[src/rtl/tl_phase_reg.sv]
// Phase register and lamp decoder for a traffic light controller with left-turn phases.
// Accepts the next-state logic's ns only after the per-phase dwell timer has expired.
module tl_phase_reg #(
    parameter int unsigned MIN_GRN = 5,
    parameter int unsigned YEL_CYC = 3
) (
    input  logic       clk,
    input  logic       reset,
    input  logic       en,
    input  logic [2:0] ns,
    output logic [2:0] cs,
    output logic [1:0] La,
    output logic [1:0] Lb,
    output logic       phase_chg
);

    localparam int unsigned TW = 8;
    localparam logic [TW-1:0] TMAX = '1;

    logic [2:0]    r_cs;
    logic [TW-1:0] r_timer;
    logic          r_phase_chg;

    logic [2:0]    w_cs_nxt;
    logic [TW-1:0] w_timer_nxt;
    logic          w_chg_nxt;
    logic [TW-1:0] w_dwell;
    logic          w_expired;
    logic          w_adv;

    // Yellow phases use a fixed dwell; hold phases a minimum dwell.
    assign w_dwell   = r_cs[0] ? TW'(YEL_CYC) : TW'(MIN_GRN);
    assign w_expired = ({1'b0, r_timer} + 9'd1) >= {1'b0, w_dwell};
    assign w_adv     = en && w_expired && (r_cs[0] || (ns != r_cs));

    always_ff @(posedge clk) begin
        if (reset) begin
            r_cs        <= 3'b000;
            r_timer     <= '0;
            r_phase_chg <= 1'b0;
        end else begin
            r_cs        <= w_cs_nxt;
            r_timer     <= w_timer_nxt;
            r_phase_chg <= w_chg_nxt;
        end
    end

    always_comb begin
        w_cs_nxt    = r_cs;
        w_timer_nxt = r_timer;
        w_chg_nxt   = 1'b0;
        if (w_adv) begin
            w_cs_nxt    = ns;
            w_timer_nxt = '0;
            w_chg_nxt   = 1'b1;
        end else if (en && (r_timer != TMAX)) begin
            w_timer_nxt = r_timer + TW'(1);
        end
    end

    // Lamp codes: 11 green, 10 left arrow, 01 yellow, 00 red.
    always_comb begin
        La = 2'b00;
        Lb = 2'b00;
        unique case (r_cs[1:0])
            2'b00:   if (r_cs[2]) Lb = 2'b11; else La = 2'b11;
            2'b10:   if (r_cs[2]) Lb = 2'b10; else La = 2'b10;
            default: if (r_cs[2]) Lb = 2'b01; else La = 2'b01;
        endcase
    end

    assign cs        = r_cs;
    assign phase_chg = r_phase_chg;

endmodule
[config.mk]
export PLATFORM = sky130hd
export DESIGN_NAME = tl_phase_reg
export DESIGN_NICKNAME = d
export VERILOG_FILES = /design/src/rtl/tl_phase_reg.sv
export SDC_FILE = /design/constraint.sdc
export NUM_CORES = 1
export LEC_CHECK = 0
export BUFFER_PORTS_ARGS = -buffer_cell sky130_fd_sc_hd__clkbuf_2
export CAP_MARGIN = 20
export CORE_MARGIN = 2
export CORE_UTILIZATION = 42
export CTS_BUF_LIST = sky130_fd_sc_hd__clkbuf_4 sky130_fd_sc_hd__clkbuf_8
export CTS_CLUSTER_SIZE = 12
export DETAILED_ROUTE_END_ITERATION = 10
export PLACE_DENSITY = 0.66
export REMOVE_ABC_BUFFERS = 1
export SLEW_MARGIN = 20
export SYNTH_ARGS = -nofsm -noshare
export SYNTH_HDL_FRONTEND = slang
export SYNTH_SLANG_ARGS = --single-unit
[constraint.sdc]
create_clock -name clk -period 3.2 [get_ports clk]
set_clock_uncertainty 0.05 [all_clocks]
set_input_delay 0.48 -clock clk [delete_from_list [all_inputs] [get_ports clk]]
set_output_delay 0.48 -clock clk [all_outputs]
set_load 0.03 [all_outputs]
# Word level (Yosys, flattened, before mapping)
# Index checks and enable logic that the tools add are counted.
[word_totals] reg_bits=12 inputBits=6 output_inout_bits=8 elab_cells=25
[op_classes] addsub=2 magnitude_cmp=1 n_eq_ne=3 muxes=10 reduce_logical=6
[op_table] cell="adder 8 x 1 -> 9 bit, second input constant" n=1
[op_table] cell="greater-or-equal comparator 9 x 3 -> 1 bit" n=1
[op_table] cell="adder 8 x 1 -> 8 bit, second input constant" n=1
[op_table] cell="2-to-1 mux 2 bit" n=4
[op_table] cell="inequality test 8 bit, second input constant" n=1
[op_table] cell="one-hot mux 2 bit (2 select lines)" n=2
[op_table] cell="logical AND 1 bit" n=3
[op_table] cell="2-to-1 mux 1 bit" n=3
[op_table] cell="2-to-1 mux 3 bit" n=1
[op_table] cell="inequality test 3 bit" n=1
[op_table] cell="== test 2 bit, second input constant" n=1
[op_table] cell="zero test 2 bit" n=1
[op_table] cell="OR reduction 2 bit" n=1
[op_table] cell="logical OR 1 bit" n=1

# Logic depth before layout (Yosys ltp)
# Gate-level depths: netlist (run 1).
[logic_depth] ltp_word=5 mapped_depth=8 depth_no_buf=6

# Worst setup path before layout (run 1)
# OpenSTA, ideal clock, no wires.
[synth_timing] kind="register -> register" start="register r_timer[0]" end="register r_timer[6]" setup_ps=88 arrival_time_ps=1888 required_ps=3062 path_slack_ps=1175 path_stages_with_launch=8 n_path_buf=2 synth_period_minus_slack_ps=2025 cell_sequence="dfxtp_1 -> ha_1 -> clkbuf_1 -> or4b_2 -> nand3_1 -> a31oi_1 -> buf_6 -> nor4_4"
[synth_between] elab_chain_cells=5 word_cells_on_any_way=8 classes_between="add/sub (2); order compare (1); eq/ne (1); reduce/logical (4)"
[synth_lines] element="from (decl)" line_no="21" rtl="logic [TW-1:0] r_timer;"
[synth_lines] element="from (signal assigned)" line_no="43" rtl="r_timer <= w_timer_nxt;"
[synth_lines] element="adder 8 x 1 -> 9 bit" line_no="33" rtl="assign w_expired = ({1'b0, r_timer} + 9'd1) >= {1'b0, w_dwell};"
[synth_lines] element="greater-or-equal comparator 9 x 3 -> 1 bit" line_no="33"
[synth_lines] element="logical AND 1 bit (2 in series)" line_no="34" rtl="assign w_adv = en && w_expired && (r_cs[0] || (ns != r_cs));"
[synth_lines] element="OR reduction 2 bit (no line)"
# Parallel ways exist; a longest one is shown, timed or not.
# A chain may end at the register's enable or synchronous reset.

# Worst setup path after layout (run 1)
[layout_timing] start="register r_timer[2]" end="register r_timer[6]"
# Same word-level chain as after synthesis.

==> results of run 1 <==
==> cells in the mapped netlist, types with 2 or more instances <==
| cell | count | area (um2) |
|---|---|---|
| nor3_1 | 10 | 50.05 |
| nor2b_1 | 2 | 12.51 |
| nand2_1 | 3 | 11.26 |
| xnor2_1 | 3 | 26.28 |
| nand2b_1 | 6 | 37.54 |
| nand4_1 | 4 | 25.02 |
| xor2_1 | 3 | 26.28 |
| a31oi_1 | 3 | 18.77 |
| nand3_1 | 7 | 35.03 |
| o21ai_0 | 3 | 15.01 |
| nor2_1 | 3 | 11.26 |
| mux2i_1 | 4 | 40.04 |
| dfxtp_1 | 12 | 240.2 |
| a21oi_1 | 3 | 15.01 |
| ha_1 | 3 | 37.54 |
| inv_1 | 3 | 11.26 |
| clkbuf_1 | 3 | 11.26 |
==> placed cells by master (no fill, tap or decap), types with 2 or more instances in the layout <==
master,n
nor2b_1,2
nor3_1,10
nand3_1,7
inv_1,3
xor2_1,3
a31oi_1,3
nand2b_1,6
clkbuf_4,3
clkbuf_2,13
xnor2_1,3
nand4_1,4
a21oi_1,3
nor2_1,3
o21ai_0,3
dfxtp_1,12
ha_1,3
mux2i_1,4
nand2_1,3
==> sequential cells by signal, summed over array words and instances, names as in the netlist <==
name and cells:
cs 3, r_timer 8, phase_chg 1
==> final timing paths <==
check | end
max | r_timer[6]
min reg2reg | cs[1]
min | cs[0]
max reg2reg | r_timer[6]
==> layer usage <==
metal	vias up	global-route usage (%)	share of wire, %
met5	-	0	0
met4	0	5.143	1.4
met3	4	5.882	4.1
met2	20	23.33	45
met1	301	23.71	50
li1	353	-	-
==> power groups by stage <==
stage / combinational (mW) / clock (mW) / sequential [mW]
global route: 0.0465 / 0.132 / 0.159
detailed placement: 0.0407 / 0 / 0.162
finish: 0.0417 / 0.123 / 0.159
global placement: 0.0399 / 0 / 0.162
floorplan: 0.0253 / 0 / 0.162
CTS: 0.0416 / 0.125 / 0.158
==> area by class of cell <==
type / count / area (um2) / share of cell area [%]
repair buffers: 14 / 72.57 / 8.455
multi-input cells: 68 / 466.7 / 54.37
clock buffers: 4 / 36.28 / 4.227
flip-flops and latches: 12 / 240.2 / 27.99
inverters: 3 / 11.26 / 1.312
well taps: 25 / 31.28 / 3.644
==> cells by family (layout without fill, tap and decap cells) <==
| kind of cell | after synthesis | in the layout |
|---|---|---|
| AOI/OAI and AO/OA | 13 | 13 |
| xor gates and xnor gates | 6 | 6 |
| adders and majority gates | 3 | 3 |
| buffers and inverters | 8 | 21 |
| DFF | 12 | 12 |
| muxes | 4 | 4 |
| and+or+nand+nor | 42 | 42 |
==> critical path: cells and delay by family (launching register included) <==
kind | cells | cell delay [ps]
AOI/OAI and AO/OA | 1 | 220
buffers and inverters | 1 | 250
DFF | 1 | 470
and+or+nand+nor | 4 | 1220
==> per-stage QoR <==
stage | setup WS (ps) | area [um2] | hold WS, ps | instances | power [mW]
final | 921.8 | 858.3 | 412.9 | 126 | 0.3235
after global routing | 797.4 | 858.3 | 435.8 | 126 | 0.3377
after CTS | 926.6 | 858.3 | 412.0 | 126 | 0.3251
after detailed placement | 972.5 | 822.0 | 479.3 | 122 | 0.2027
after global placement | 1026 | 822.0 | 469.0 | 122 | 0.2016
after floorplan | 1020 | 718.2 | 468.3 | 83 | 0.1875
==> results by group, run 1 <==
Run status
  – Outcome: completed

Clock tree
  – Clk sinks: 12
  – CTS H-tree depth: 1
  – CTS buffer count: 3
  – CTS Hold Bufs: 0
  – Clock transition at path regs: 80 ps
  – TritonCTS clock tree: yes
  – Root Buffer: clkbuf_4
  – Post-CTS setup buffers: 0
  – Latest clock arrival within the worst-skew pair: 280 ps
  – Max Root-Sink Buffers: 2
  – PostCTS Resize Cnt: 0

Setup path
  – Worst reg2reg path depth: 6
  – Startpoint Class: flop
  – R2R Setup Slk: 920 ps
  – Slowest cell on crit path: or4b_2
  – Crit. End Element: flop
  – Crit Reg-Reg Startpoint: r_timer[2]
  – Crit-path max FO: 8
  – Worst EP required: 3350 ps
  – Crit-path cells: nand3_1 -> or4b_2 -> nand3_1 -> a31oi_1 -> buf_4 -> nor4_4
  – WS Path Type: reg2reg
  – Crit-path max cell delay: 650 ps
  – Most used cell along the critical path: nand3_1
  – Crit path from: r_timer[2]
  – Arrival @ worst endpoint: 2430 ps

Synth
  – Asr flop ratio synth: 0%
  – Seq cells post-synth: 12
  – Post-synthesis sequential area ratio: 32.11%
  – Post-Synth Simple-Gate Area: 34.11%
  – Main combinational cell family by area after synthesis: simple AND/OR/NAND/NOR gates
  – Synth warn: 0
  – Synth Area per Inst: 8.502 um2
  – Post-Syn Area: 748.2 um2
  – EDFF count, synth: 0
  – Post-synthesis compound-gate area fraction: 10.87%
  – Synth Flop Type: dfxtp_1
  – Adder-Cell Fraction of Synth Area: 5.017%
  – Multiplexer share of the synthesized area: 5.351%
  – Post-Synthesis Cells: 88
  – Cell variety after synth: 30
  – Synth Area in XOR/XNOR: 7.023%

Routing
  – Total Wirelength: 1593 um
  – Iter 0 DRT Violations: 18
  – Routed len/inst: 12.64 um
  – Routed Antenna Nets: 0
  – Vias: 678
  – Via density per instance: 5.381
  – First-pass DRT Iterations: 4
  – DRC: 0

Finish
  – Area delta synth->final: 14.72%
  – Share of cells above drive strength 1: 20.79%
  – Fin util: 50.26%
  – Antenna fix cells: 0
  – Fillers: 168
  – Net count, final: 111

Pwr
  – P_sw: 0.08346 mW
  – VDD IR-drop max: 0.2693 mV
  – Sequential Power Share: 49.0%
  – Leak pwr: 0.3218 nW
  – Logic pwr share: 12.9%
  – Internal power: 0.2400 mW
  – Cell Pwr Density: 376.9 nW/um2
  – Clk pwr share: 38.1%
  – Sw Ratio: 25.80%

Timing
  – RSZ-0062 raised after global routing: false
  – Final hold vios: 0
  – Slew of the pin with the lowest slew margin: 584.4 ps
  – Max frequency: 438.9 MHz
  – Pins Over Slew Limit: 0
  – Fin crit period: 2278 ps
  – Total negative slack: 0 ps
  – Relative slew slack: 60.86%
  – Final setup violation count: 0
  – Final period util: 71.19%

Global routing
  – Gr usage total: 16.71%
  – Number of global-route vias before repair: 579
  – Largest net degree at the start of global routing: 16
  – Initial antenna violation count: 0
  – Global route total overflow: 0
  – First-pass GRT wire length: 2525 um

Worst hold path
  – Hold Path Cell Cnt: 3
  – Min-delay src: ns[0]
  – HP Class: in2reg

Die
  – Cell Rows: 15
  – IO Pins: 14
  – Die Y: 46.21 um
  – Die ar.: 2135 um2
  – Core Region: 1708 um2
  – Die Wd: 46.21 um
  – Initial Util: 43.81%

Placement
  – Final RePlAce weighted congestion: 0.7680
  – IO Port Bufs: 13
  – Post-detail-place hpwl: 1152 um

Flow run
  – Number of max-cap violations: 0
No activity file was read; power rests on OpenSTA's default activity.
==> inputs of run 2 (changes only) <==
- ABC_AREA: unset -> 1
- clock period: 3.2 -> 2.4 ns (I/O delays scaled with it)
==> run 2 against run 1 <==
Compared with the run above:
- clock-buffer cell count did not move
- hold slack got worse by 220 ps
- non-clock buffer count did not move
- register-to-register slack got worse by 510 ps
- area after synthesis rose by 9.7%
- largest cell class unchanged
==> results by group, run 2 <==
Synth
  – Synth Flop Type: dfxtp_1
  – Most numerous cell in the Yosys netlist: nand2_1
  – Synth area leaders: dfxtp_1 29%, nand2_1 12%, inv_1 8.7%
  – Most instantiated cells after synthesis: 27 x nand2_1, 19 x inv_1, 12 x dfxtp_1, 12 x nor2_1, 9 x nor2_2
  – Cell variety after synth: 21
  – Synth warn: 0
  – Post-synthesis sequential area ratio: 29.27%
  – Post-Syn Area: 820.8 um2
  – Synth area leader: dfxtp_1
  – Asr flop ratio synth: 0%
  – Share of Yosys cell area claimed by the top area cell type: 29.27%
  – EDFF count, synth: 0
  – Post-Synthesis Cells: 120
  – Synth Area per Inst: 6.840 um2
  – Seq cells post-synth: 12

Timing
  – Max frequency: 503.0 MHz
  – Final period util: 82.83%
  – Relative slew slack: 72.96%
  – Fin crit period: 1988 ps
  – Slew of the pin with the lowest slew margin: 404.3 ps
  – Final hold vios: 0
  – Pins Over Slew Limit: 0
  – RSZ-0062 raised after global routing: false
  – Worst Setup Slack, final: 412.0 ps
  – Final setup violation count: 0
  – Total negative slack: 0 ps

Die
  – Initial Util: 46.04%
  – IO Pins: 14
  – Die Wd: 48.21 um
  – Core Region: 1783 um2
  – Cell Rows: 15
  – Die Y: 48.21 um
  – Die ar.: 2324 um2

Clock tree
  – CTS Hold Bufs: 0
  – Clk sinks: 12
  – Post-CTS setup buffers: 0
  – TritonCTS clock tree: yes
  – CTS buffer count: 3
  – Clock transition at path regs: 90 ps
  – CTS H-tree depth: 1
  – Root Buffer: clkbuf_4
  – PostCTS Resize Cnt: 0
  – Max Root-Sink Buffers: 2
  – Latest clock arrival within the worst-skew pair: 280 ps

Finish
  – Footprint of the multi-input gates: 494.2 um2
  – Area delta synth->final: 16.16%
  – Register name with the most flops: r_timer
  – Net count, final: 147
  – Leading cell types in the layout, fill and taps excluded: 27 x nand2_1, 19 x inv_1, 13 x clkbuf_2
  – Register Area: 240.2 um2
  – Share of cells above drive strength 1: 26.28%
  – Antenna fix cells: 0
  – Commonest non-fill, non-tap cell in the layout: nand2_1
  – Fillers: 184
  – Max reg flops: 8

Global routing
  – Initial antenna violation count: 0
  – Largest net degree at the start of global routing: 13
  – Global route total overflow: 0
  – Gr usage total: 16.49%
  – Number of global-route vias before repair: 665
  – First-pass GRT wire length: 2628 um

Pwr
  – Leak pwr: 0.4379 nW
  – VDD IR-drop max: 0.2690 mV
  – P_sw: 0.1237 mW
  – Internal power: 0.3207 mW
  – Cell Pwr Density: 466.1 nW/um2
  – Logic pwr share: 15.8%
  – Clk pwr share: 37.4%
  – Sw Ratio: 27.84%
  – Sequential Power Share: 46.8%

Routing
  – Routed Antenna Nets: 0
  – Total Wirelength: 1597 um
  – Iter 0 DRT Violations: 10
  – Via density per instance: 4.611
  – Vias: 747
  – First-pass DRT Iterations: 3
  – Routed len/inst: 9.858 um
  – DRC: 0

Setup path
  – Slowest cell on crit path: dfxtp_1
  – Crit-path cells: ha_1 -> nand2_1 -> clkinv_1 -> nor2_1 -> ha_1 -> a21oi_1 -> nand2_1 -> nor2_4 -> nand2_4 -> nand2_8 -> nand2_8 -> nor2_2
  – Buf/Inv on CP: 1
  – Crit. End Element: flop
  – Worst EP required: 2560 ps
  – WS Path Type: reg2reg
  – Crit-path max FO: 8
  – Arrival @ worst endpoint: 2150 ps
  – Startpoint Class: flop
  – Crit-path max cell delay: 330 ps
  – CP delay by family, top: simple AND/OR/NAND/NOR gates

Flow run
  – Number of max-cap violations: 0

Placement
  – Post-detail-place hpwl: 1310 um
  – IO Port Bufs: 13
  – Final RePlAce weighted congestion: 0.7761
  – DP Worst Slack: 423.2 ps

Run status
  – Outcome: completed

Worst hold path
  – HP Class: in2reg
-- run 2: cell types whose count changed in the layout (fill, tap and decap cells not counted), sizes merged, moves of 3 or more --
cell,previous run,this run
nand2,3,32
mux2i,4,0
nor2,3,23
nor3,10,0
inv,3,19
a21oi,3,6
xnor2,3,0
nand2b,6,0
-- run 2: power groups by stage --
| stage | clock (mW) | sequential, mW | combinational [mW] |
|---|---|---|---|
| 6_report | 0.166 | 0.208 | 0.0701 |
| 4_1_cts | 0.165 | 0.208 | 0.0709 |
| 3_3_place_gp | 0 | 0.213 | 0.0689 |
| 5_1_grt | 0.170 | 0.209 | 0.0810 |
| 2_1_floorplan | 0 | 0.214 | 0.0512 |
| 3_5_place_dp | 0 | 0.213 | 0.0702 |
-- run 2: cell families after synthesis --
group                    synth area share [%]
flip-flops                              29.27
adder cells (fa/ha/maj)                 4.574
AND/OR/NAND/NOR                         44.36
XOR/XNOR                                2.135
buffers and inverters                   10.52
AO/OA/AOI/OAI                           9.146
-- run 2: cell type report --
type / instances / share of cell area, %
timing repair buffer: 14 / 7.612
tap: 25 / 3.281
sequential: 12 / 25.20
multi-input combinational: 86 / 51.84
inverter: 21 / 8.268
clock buffer: 4 / 3.806
-- run 2: worst paths after layout --
check,slack [ps],to,startpoint,depth (start not counted)
max reg2reg,410,r_timer[4],r_timer[0],12
min,190,phase_chg,reset,2
max,410,r_timer[4],r_timer[0],12
min reg2reg,480,cs[1],cs[1],2
-- run 2: through the flow --
| stage | power (mW) | instances | util, % | hold slack (ps) | cell area (um2) |
|---|---|---|---|---|---|
| after floorplan | 0.2653 | 119 | - | 382.4 | 813.3 |
| after global placement | 0.2815 | 158 | 51.44 | 476.8 | 917.1 |
| after detailed placement | 0.2830 | 158 | 51.44 | 469.2 | 917.1 |
| after CTS | 0.4439 | 162 | 53.47 | 187.3 | 953.4 |
| after global routing | 0.4600 | 162 | 53.47 | 192.3 | 953.4 |
| final | 0.4444 | 162 | 53.47 | 188.5 | 953.4 |
-- run 2: layer usage --
metal / up-vias / routed length [um] / GRT usage, % / share of wire, %
met4: 0 / 44 / 11.89 / 2.8
met3: 6 / 51 / 2.222 / 3.2
li1: 409 / - / - / -
met5: - / 0 / 0 / 0
met1: 317 / 732 / 19.02 / 46
met2: 15 / 768 / 27.63 / 48
-- run 2: worst register-to-register path: stages (launching register included) --
cell,delay (ps)
dfxtp_1,330
ha_1,210
nand2_1,140
clkinv_1,100
nor2_1,150
ha_1,260
a21oi_1,140
nand2_1,100
nor2_4,100
nand2_4,90
nand2_8,90
nand2_8,80
nor2_2,90
==> inputs of run 3 (changes only) <==
- PLACE_DENSITY: 0.66 -> 0.68
- clock period: 2.4 -> 1.8 ns (I/O delays scaled with it)
==> run 3 against run 2 <==
Compared with the run above:
- global-route usage up 1.0 points
- worst setup slack lost 390 ps
- first-iteration DRC count is 30% higher
- sequential share of layout area decreased by 3.4 points
- non-clock buffer count increased by 6
- die area did not move
- combinational power is 87% higher
- sequential power grew 34%
- final cell count up 4.3%
- register-to-register slack lost 390 ps
- power up 42%
==> results by group, run 3 (synthesis gave the netlist of run 2 again) <==
Global routing
  – Largest net degree at the start of global routing: 13
  – Number of global-route vias before repair: 715
  – Gr usage total: 17.51%
  – First-pass GRT wire length: 2829 um
  – Initial antenna violation count: 0
  – Global route total overflow: 0

Timing
  – Slew of the pin with the lowest slew margin: 397.8 ps
  – Final hold vios: 0
  – Max frequency: 563.2 MHz
  – RSZ-0062 raised after global routing: true
  – Pins Over Slew Limit: 0
  – Final period util: 98.65%
  – Relative slew slack: 73.40%
  – Fin crit period: 1776 ps
  – Final setup violation count: 0

Pwr
  – VDD IR-drop max: 0.3084 mV
  – Sequential Power Share: 44.2%
  – Internal power: 0.4478 mW
  – Logic pwr share: 20.7%
  – Leak pwr: 0.4950 nW
  – P_sw: 0.1846 mW
  – Clk pwr share: 35.1%
  – Sw Ratio: 29.19%
  – Pwr Total: 0.6323 mW
  – Cell Pwr Density: 567.2 nW/um2

Placement
  – Final RePlAce weighted congestion: 0.7344
  – IO Port Bufs: 13
  – Area after DPL: 939.7 um2
  – Post-detail-place hpwl: 1237 um

Worst hold path
  – Min-delay src: reset
  – HP Class: in2reg
  – Hold Path Cell Cnt: 2
  – Hold Path End: phase_chg

Routing
  – Via density per instance: 4.882
  – DRC: 0
  – Vias: 825
  – Iter 0 DRT Violations: 13
  – Total Wirelength: 1883 um
  – Routed len/inst: 11.14 um
  – Routed Antenna Nets: 0
  – First-pass DRT Iterations: 4

Die
  – IO Pins: 14
  – Die Wd: 48.21 um
  – Cell Rows: 15
  – Die ar.: 2324 um2
  – Initial Util: 46.04%
  – Core Region: 1783 um2
  – Die Y: 48.21 um

Clock tree
  – TritonCTS clock tree: yes
  – Clock transition at path regs: 80 ps
  – Latest clock arrival within the worst-skew pair: 280 ps
  – CTS buffer count: 3
  – CTS Hold Bufs: 0
  – Clk sinks: 12
  – Root Buffer: clkbuf_4
  – Max Root-Sink Buffers: 2
  – CTS H-tree depth: 1

Setup path
  – Crit. End Element: flop
  – Worst reg2reg path depth: 11
  – Slowest cell on crit path: dfxtp_2
  – Crit-path max cell delay: 340 ps
  – Worst EP required: 1970 ps
  – Arrival @ worst endpoint: 1940 ps
  – Crit-path max FO: 8
  – R2R Setup Slk: 20 ps
  – Crit Reg-Reg Startpoint: r_timer[0]
  – Startpoint Class: flop
  – Worst r2r dst: r_timer[1]
  – Crit-path cells: ha_4 -> ha_4 -> nand2_1 -> nand2_1 -> a21oi_2 -> nand2_2 -> nor2_4 -> nand2_4 -> nand2_8 -> nand2_8 -> nor2_4
  – WS Path Type: reg2reg

Finish
  – Max reg flops: 8
  – Register name with the most flops: r_timer
  – Area delta synth->final: 35.82%
  – Net count, final: 154
  – Fin util: 62.53%
  – Leading cell types in the layout, fill and taps excluded: 21 x nand2_1, 18 x inv_1, 13 x clkbuf_2
  – Fillers: 163
  – Antenna fix cells: 0
  – Register Area: 242.7 um2
  – Footprint of the multi-input gates: 605.6 um2
  – Commonest non-fill, non-tap cell in the layout: nand2_1
  – Final Cell Area: 1115 um2
  – Share of cells above drive strength 1: 42.36%

Flow run
  – Number of max-cap violations: 0

Run status
  – Outcome: completed
[run 3: changes by cell type in the layout (fill, tap and decap cells not counted), moves of 3 or more]
cell / previous run / this run
ha_1: 3 / 0
ha_4: 0 / 3
nor2_2: 9 / 6
buf_4: 1 / 7
nand2_2: 2 / 7
nand2_1: 27 / 21
nor2_4: 2 / 7
[run 3: final cells by class]
| cell class | count | area share (%) |
|---|---|---|
| flip-flops and latches | 12 | 21.77 |
| well taps | 25 | 2.806 |
| multi-input cells | 87 | 54.32 |
| repair buffers | 20 | 10.55 |
| inverters | 21 | 7.295 |
| clock buffers | 4 | 3.255 |
[run 3: critical path: cells and delay by family (launching register included)]
kind            cells  cell delay [ps]
compound gates      1              140
fa+ha+maj           2              470
flops               1              340
simple gates        8              720
[run 3: stage by stage]
stage	setup slack (ps)	setup TNS (ps)	hold slack, ps	cells
CTS	6.723	0	101.3	167
finish	24.38	0	96.86	169
global route	-45.62	-197.8	97.81	169
global placement	-19.26	-132.1	400.2	161
floorplan	-12.18	-97.43	292.4	119
detailed placement	-67.60	-611.9	397.2	161
[run 3: power groups by stage]
stage	Clock (mW)	Combinational, mW	Sequential, mW
after floorplan	0	0.0683	0.286
after global placement	0	0.0989	0.282
after detailed placement	0	0.101	0.282
after CTS	0.221	0.107	0.279
after global routing	0.235	0.140	0.281
final	0.222	0.131	0.279
[run 3: worst max-delay path by stage]
stage | slack, ps | start | cells past startpoint | to
3_3_place_gp | -20 | r_timer[0] | 12 | r_timer[5]
6_report | 20 | r_timer[0] | 11 | r_timer[1]
2_1_floorplan | -10 | r_timer[0] | 12 | r_timer[0]
4_1_cts | 7 | r_timer[0] | 12 | r_timer[1]
5_1_grt | -50 | r_timer[1] | 12 | r_timer[0]
3_5_place_dp | -70 | r_timer[0] | 12 | r_timer[1]
[run 3: metal layers]
metal,vias to the layer above,global-route usage [%],routed length (um)
met4,0,6.486,27
met2,15,30.26,963
met5,-,0,0
li1,425,-,-
met1,381,21.40,832
met3,4,3.333,60
[run 3: timing repair]
action / CTS / global route
pin swaps: 5 / 15
gates cloned: 0 / 1
setup endpoints to repair: 11 / 12
setup buffers: 2 / 2
gates resized for setup: 8 / 18
